### src/rtl/alu_issue_stage.sv
// alu_issue_stage: ID/EX boundary register. Decodes RV32I R/I-type ALU
// instructions into alu_op/operand1/operand2 and holds them for the execute
// stage behind a valid/ready handshake with stall and flush.
module alu_issue_stage #(
  parameter int XLEN = 32,
  parameter int OPW  = 3
) (
  input  logic            clk,
  input  logic            rst_n,
  input  logic            flush,
  input  logic            in_valid,
  output logic            in_ready,
  input  logic [31:0]     instr,
  input  logic [XLEN-1:0] rs1_data,
  input  logic [XLEN-1:0] rs2_data,
  output logic            out_valid,
  input  logic            out_ready,
  output logic [OPW-1:0]  alu_op,
  output logic [XLEN-1:0] operand1,
  output logic [XLEN-1:0] operand2,
  output logic [4:0]      rd,
  output logic            reg_write,
  output logic            illegal
);

  localparam logic [6:0] OPC_R = 7'b0110011;
  localparam logic [6:0] OPC_I = 7'b0010011;

  localparam logic [OPW-1:0] OP_ADD  = OPW'(0);
  localparam logic [OPW-1:0] OP_SUB  = OPW'(1);
  localparam logic [OPW-1:0] OP_AND  = OPW'(2);
  localparam logic [OPW-1:0] OP_OR   = OPW'(3);
  localparam logic [OPW-1:0] OP_XOR  = OPW'(4);
  localparam logic [OPW-1:0] OP_ZERO = OPW'(7);

  logic [6:0]      opcode;
  logic [2:0]      funct3;
  logic [6:0]      funct7;
  logic [XLEN-1:0] imm_i;
  logic            unused_rs1_field;

  assign opcode           = instr[6:0];
  assign funct3           = instr[14:12];
  assign funct7           = instr[31:25];
  assign imm_i            = {{(XLEN-12){instr[31]}}, instr[31:20]};
  // rs1 index is resolved by the register file upstream; only its data is used here.
  assign unused_rs1_field = ^instr[19:15];

  logic [OPW-1:0]  dec_op;
  logic            dec_legal;
  logic [XLEN-1:0] dec_op2;

  // Decode the incoming instruction into ALU controls.
  always_comb begin
    dec_op    = OP_ZERO;
    dec_legal = 1'b0;
    dec_op2   = rs2_data;
    case (opcode)
      OPC_R: begin
        if (funct7 == 7'b0000000) begin
          case (funct3)
            3'b000: begin dec_op = OP_ADD; dec_legal = 1'b1; end
            3'b111: begin dec_op = OP_AND; dec_legal = 1'b1; end
            3'b110: begin dec_op = OP_OR;  dec_legal = 1'b1; end
            3'b100: begin dec_op = OP_XOR; dec_legal = 1'b1; end
            default: ;
          endcase
        end else if (funct7 == 7'b0100000 && funct3 == 3'b000) begin
          dec_op    = OP_SUB;
          dec_legal = 1'b1;
        end
      end
      OPC_I: begin
        dec_op2 = imm_i;
        case (funct3)
          3'b000: begin dec_op = OP_ADD; dec_legal = 1'b1; end
          3'b111: begin dec_op = OP_AND; dec_legal = 1'b1; end
          3'b110: begin dec_op = OP_OR;  dec_legal = 1'b1; end
          3'b100: begin dec_op = OP_XOR; dec_legal = 1'b1; end
          default: ;
        endcase
      end
      default: ;
    endcase
  end

  logic            out_valid_q, out_valid_d;
  logic [OPW-1:0]  alu_op_q, alu_op_d;
  logic [XLEN-1:0] operand1_q, operand1_d;
  logic [XLEN-1:0] operand2_q, operand2_d;
  logic [4:0]      rd_q, rd_d;
  logic            reg_write_q, reg_write_d;
  logic            illegal_q, illegal_d;
  logic            load;

  assign in_ready = (!out_valid_q || out_ready) && !flush;
  assign load     = in_valid && in_ready;

  // Next-state: flush kills, load captures, consume drains; data holds otherwise.
  always_comb begin
    out_valid_d = out_valid_q;
    alu_op_d    = alu_op_q;
    operand1_d  = operand1_q;
    operand2_d  = operand2_q;
    rd_d        = rd_q;
    reg_write_d = reg_write_q;
    illegal_d   = illegal_q;
    if (flush) begin
      out_valid_d = 1'b0;
    end else if (load) begin
      out_valid_d = 1'b1;
      alu_op_d    = dec_op;
      operand1_d  = rs1_data;
      operand2_d  = dec_op2;
      rd_d        = instr[11:7];
      reg_write_d = dec_legal && (instr[11:7] != 5'd0);
      illegal_d   = !dec_legal;
    end else if (out_ready) begin
      out_valid_d = 1'b0;
    end
  end

  // Pipeline register with asynchronous active-low reset.
  always_ff @(posedge clk or negedge rst_n) begin
    if (!rst_n) begin
      out_valid_q <= 1'b0;
      alu_op_q    <= OP_ZERO;
      operand1_q  <= '0;
      operand2_q  <= '0;
      rd_q        <= '0;
      reg_write_q <= 1'b0;
      illegal_q   <= 1'b0;
    end else begin
      out_valid_q <= out_valid_d;
      alu_op_q    <= alu_op_d;
      operand1_q  <= operand1_d;
      operand2_q  <= operand2_d;
      rd_q        <= rd_d;
      reg_write_q <= reg_write_d;
      illegal_q   <= illegal_d;
    end
  end

  assign out_valid = out_valid_q;
  assign alu_op    = alu_op_q;
  assign operand1  = operand1_q;
  assign operand2  = operand2_q;
  assign rd        = rd_q;
  assign reg_write = reg_write_q;
  assign illegal   = illegal_q;

endmodule

### config.mk
export PLATFORM = sky130hd
export DESIGN_NAME = alu_issue_stage
export DESIGN_NICKNAME = d
export VERILOG_FILES = /design/src/rtl/alu_issue_stage.sv
export SDC_FILE = /design/constraint.sdc
export NUM_CORES = 1
export LEC_CHECK = 0
export CAP_MARGIN = 20
export CORE_UTILIZATION = 38
export CTS_CLUSTER_SIZE = 8
export DETAILED_ROUTE_END_ITERATION = 10
export PLACE_DENSITY = 0.8
export REMOVE_ABC_BUFFERS = 1
export SLEW_MARGIN = 10
export SYNTH_ARGS = -nofsm -noshare
export SYNTH_HDL_FRONTEND = slang
export SYNTH_SLANG_ARGS = --single-unit
### constraint.sdc
create_clock -name clk -period 1.67 [get_ports clk]
set_input_delay 0.334 -clock clk [delete_from_list [all_inputs] [get_ports clk]]
set_output_delay 0.334 -clock clk [all_outputs]
set_load 0.005 [all_outputs]
==> results of run 1 <==
==> kinds of logic after synthesis <==
family	count (synthesis)	synth area share [%]
mux	38	14.1
compound gates	44	8.08
buf+inv	20	2.73
simple gates	98	13.8
flops	75	61.3
==> Yosys cell counts, drive strengths merged <==
cell and count:
buf 7, mux2 38, a21boi 1, nor3b 1
a41oi 1, nor2 41, nor3 1, nand4b 1
o21ai 3, or4 2, dfstp 3, nor2b 1
nand3 1, o22ai 1, a31oi 14, nand2 46
a211oi 1, dfrtp 72, inv 3, clkbuf 10
a21oi 23, nor4 2, or3 2
==> sequential cells by signal, summed over array words and instances (netlist names) <==
signal / count
alu_op: 3
reg_write: 1
operand2: 32
operand1: 32
illegal: 1
out_valid: 1
rd: 5
==> power groups by stage <==
stage | clock network [uW] | logic (uW) | registers [uW]
6_report | 1600 | 1380 | 2240
3_3_place_gp | 0 | 1290 | 2250
2_1_floorplan | 0 | 337 | 2280
3_5_place_dp | 0 | 1320 | 2270
5_1_grt | 1720 | 1480 | 2270
4_1_cts | 1650 | 1330 | 2240
==> path summary, 6_finish.rpt <==
| check | from | end | slack [ns] | depth (start not counted) |
|---|---|---|---|---|
| max | out_valid | rd[2] | 0.04 | 6 |
| min | out_ready | out_valid | 0.35 | 4 |
| max reg2reg | out_valid | rd[2] | 0.04 | 6 |
| min reg2reg | alu_op[1] | alu_op[1] | 0.50 | 2 |
| max in group asynchronous | rst_n | reg_write | 0.61 | 3 |
| min in group asynchronous | rst_n | illegal | 0.48 | 2 |
==> cell usage in the layout, fill, tap and decap left out, drive strengths merged, types with 2 or more instances in the layout <==
master and n:
dlymetal6s2s 2, or3 2, dlygate4sd2 10, clkdlybuf4s50 158, o21ai 3, bufbuf 2, clkbuf 13, a21oi 23
dfrtp 72, dfstp 3, nor4 2, mux2 38, or4 2, nand2 46, a31oi 14, nor2 41
inv 5, bufinv 2, buf 42, clkinv 2
==> metal layers <==
layer  vias to the layer above  GRT usage, %
li1                       1377             -
met4                         0          7.94
met5                         -             0
met2                       114          37.1
met1                      1362          26.6
met3                         6          5.22
==> timing repair <==
| action | 4_1_cts | 5_1_grt |
|---|---|---|
| pin swaps | 3 | 4 |
| resized for setup | 13 | 14 |
| cloned | 2 | 5 |
| setup endpoints to repair | 34 | 35 |
| endpoints found under the hold margin | 26 | 0 |
| buffers inserted | 0 | 7 |
| hold buffers | 1 | 0 |
==> layout make-up <==
| cell class | count | area share (%) |
|---|---|---|
| clock buffers | 10 | 2.43 |
| clock inverters | 6 | 1.68 |
| inverters | 3 | 0.199 |
| multi-input cells | 180 | 20.5 |
| flip-flops and latches | 75 | 33.2 |
| well taps | 102 | 2.25 |
| repair buffers | 218 | 39.7 |
==> metrics by stage <==
stage	worst slack [ns]	hold WS, ns	std cells
2_1_floorplan	-5.77	0.0384	258
3_3_place_gp	-0.388	0.288	563
3_5_place_dp	-0.421	0.294	563
4_1_cts	0.00578	0.410	582
5_1_grt	-0.0275	0.368	594
6_report	0.0408	0.355	594
==> worst max-delay path: cells and delay by family, from the launching register on <==
family | cells | cell delay [ns]
simple gates | 2 | 0.40
buf+inv | 3 | 0.39
mux | 1 | 0.33
flops | 1 | 0.39
==> impl_metrics.prom, run 1 <==
# TYPE chip_impl_metric gauge
chip_impl_info{name="critPathMostFrequentCell",value="buf_4"} 1
chip_impl_metric{name="vdd.ir_drop.worst",unit="V"} 0.000539
chip_impl_metric{name="p_total",unit="uW"} 5220
chip_impl_metric{name="track_usage",unit="%"} 21.7
chip_impl_info{name="worstSetupEndpointType",value="flop"} 1
chip_impl_metric{name="detailedPlacementHpwl",unit="um"} 6490
chip_impl_info{name="critPathKind",value="reg -> reg"} 1
chip_impl_metric{name="design.final.nets",unit=""} 588
chip_impl_metric{name="met2_wirelength",unit="um"} 4800
chip_impl_metric{name="syn_to_final_growth",unit="%"} 84.8
chip_impl_metric{name="io_pins",unit=""} 177
chip_impl_metric{name="maxSlewViolCount",unit=""} 0
chip_impl_info{name="startpoint_type",value="flop"} 1
chip_impl_metric{name="starting_density_of_the_core",unit="%"} 39.5
chip_impl_metric{name="fillCellCount",unit=""} 548
chip_impl_info{name="synth.top_cells.by_area",value="dfrtp_1 59%, mux2_2 14%, nand2_1 5.6%"} 1
chip_impl_metric{name="grt_first_pass_wirelength",unit="um"} 14200
chip_impl_metric{name="route.detailed.vias_per_inst",unit=""} 4.81
chip_impl_metric{name="tritoncts.num_buffers",unit=""} 9
chip_impl_info{name="crit_slowest_cell",value="dfrtp_1"} 1
chip_impl_info{name="top_layer_used",value="met4"} 1
chip_impl_metric{name="timing.final.setup_violations",unit=""} 0
chip_impl_metric{name="row_cnt",unit=""} 32
chip_impl_metric{name="synthDominantCellAreaShare",unit="%"} 58.7
chip_impl_metric{name="place.gp.congestion",unit=""} 0.846
chip_impl_metric{name="p_per_area",unit="nW/um^2"} 920
chip_impl_metric{name="routed-via-count",unit=""} 2859
chip_impl_metric{name="crit_required",unit="ns"} 1.90
chip_impl_metric{name="maxCapViolCount",unit=""} 0
chip_impl_metric{name="area_occupied_by_multi_input_gates",unit="um^2"} 1160
chip_impl_metric{name="placed_cell_area",unit="um^2"} 5150
chip_impl_metric{name="first_global_vias",unit=""} 2866
chip_impl_metric{name="place.port_buffers",unit=""} 171
chip_impl_metric{name="core_area",unit="um^2"} 7770
chip_impl_metric{name="ff_latch_area",unit="um^2"} 1880
chip_impl_metric{name="grt_residual_overflow",unit=""} 0
chip_impl_metric{name="least_margin_pin_slew",unit="ns"} 0.418
chip_impl_metric{name="detail_route_antenna_nets",unit=""} 0
chip_impl_metric{name="layout.cell_area.non_filler",unit="um^2"} 5670
chip_impl_metric{name="antenna_cells",unit=""} 0
chip_impl_metric{name="area_of_the_die",unit="um^2"} 8440
chip_impl_metric{name="postLayoutCoreUtil",unit="%"} 73.0
chip_impl_info{name="ctsRootBufferMaster",value="clkbuf_8"} 1
chip_impl_metric{name="power.combinational.fraction",unit="%"} 26.5
chip_impl_metric{name="die_width",unit="um"} 91.9
chip_impl_metric{name="clock_insertion_delay_at_the_later_pin_of_the_skew_report",unit="ns"} 0.35
chip_impl_metric{name="routed_wl",unit="um"} 9400
chip_impl_metric{name="ys_ff_latch",unit=""} 75
chip_impl_metric{name="power.switching_fraction",unit="%"} 24.7
chip_impl_metric{name="detail_route.iter0.violations",unit=""} 83
chip_impl_metric{name="post_synth_num_cell_types",unit=""} 24
chip_impl_metric{name="antenna_found_initial",unit=""} 0
chip_impl_metric{name="clock-sinks",unit=""} 75
chip_impl_metric{name="met3_wirelength",unit="um"} 704
chip_impl_metric{name="drc_errors",unit=""} 0
chip_impl_metric{name="p_sw",unit="uW"} 1290
chip_impl_metric{name="wl_met1",unit="um"} 3820
chip_impl_info{name="worst_hold_path_class",value="in -> reg"} 1
chip_impl_metric{name="fmax",unit="MHz"} 614
chip_impl_metric{name="number_of_iterations_in_the_first_detailed_routing_pass",unit=""} 4
chip_impl_metric{name="htree_levels",unit=""} 3
chip_impl_metric{name="setup-tns-final",unit="ns"} 0
chip_impl_info{name="worstPathCellList",value="nor2b_4, nor3b_4, buf_6, buf_4, buf_4, mux2_2"} 1
chip_impl_info{name="synthDominantAreaCellType",value="dfrtp_1"} 1
chip_impl_info{name="run_status",value="finished, final reports clean"} 1
chip_impl_metric{name="routed_wire_length_per_instance",unit="um"} 15.8
chip_impl_metric{name="min_period",unit="ns"} 1.63
chip_impl_metric{name="cts.path.max_buffers",unit=""} 2
chip_impl_metric{name="critical_path.max_fanout",unit=""} 4
chip_impl_metric{name="clock_pin_slew_worst_setup_and_hold_paths",unit="ns"} 0.09
chip_impl_metric{name="synth.yosys.warnings",unit=""} 0
chip_impl_metric{name="postSynthAreaPerCell",unit="um^2"} 11.2
chip_impl_metric{name="grt_max_degree",unit=""} 47
chip_impl_metric{name="power.share.sequential",unit="%"} 42.9
chip_impl_metric{name="count_of_mapped_cells_out_of_synthesis",unit=""} 275
chip_impl_metric{name="hold_violations",unit=""} 0
chip_impl_metric{name="max_stage_delay",unit="ns"} 0.39
chip_impl_info{name="cts_tree",value="built"} 1
chip_impl_metric{name="synthesis.area",unit="um^2"} 3070
chip_impl_metric{name="drive_above_1_share",unit="%"} 23.8
chip_impl_metric{name="dieHeight",unit="um"} 91.9
chip_impl_metric{name="max-slew-margin-rel",unit="%"} 72.1
chip_impl_metric{name="clock-skew-final",unit="ns"} 0.0131
chip_impl_metric{name="timing.critical_path.arrival",unit="ns"} 1.86
chip_impl_metric{name="share_clk_of_total_power",unit="%"} 30.7
chip_impl_metric{name="design_internal_power",unit="uW"} 3930
chip_impl_metric{name="register_area_share_after_synthesis",unit="%"} 61.3
chip_impl_metric{name="power.static_leakage",unit="uW"} 0.00246
chip_impl_metric{name="timing.final.crit_share",unit="%"} 97.6
Note: power is estimated with default switching activity, not from simulation.
==> run 2: changes to the inputs <==
--- a/config.mk
+++ b/config.mk
@@ -7,11 +7,10 @@
 export LEC_CHECK = 0
 export CAP_MARGIN = 20
 export CORE_UTILIZATION = 38
-export CTS_CLUSTER_SIZE = 8
 export DETAILED_ROUTE_END_ITERATION = 10
 export PLACE_DENSITY = 0.8
 export REMOVE_ABC_BUFFERS = 1
-export SLEW_MARGIN = 10
+export SLEW_MARGIN = 20
 export SYNTH_ARGS = -nofsm -noshare
 export SYNTH_HDL_FRONTEND = slang
 export SYNTH_SLANG_ARGS = --single-unit
==> results of run 2 <==
Same layout as run 1: the final DEF is identical, and so are final timing and power.
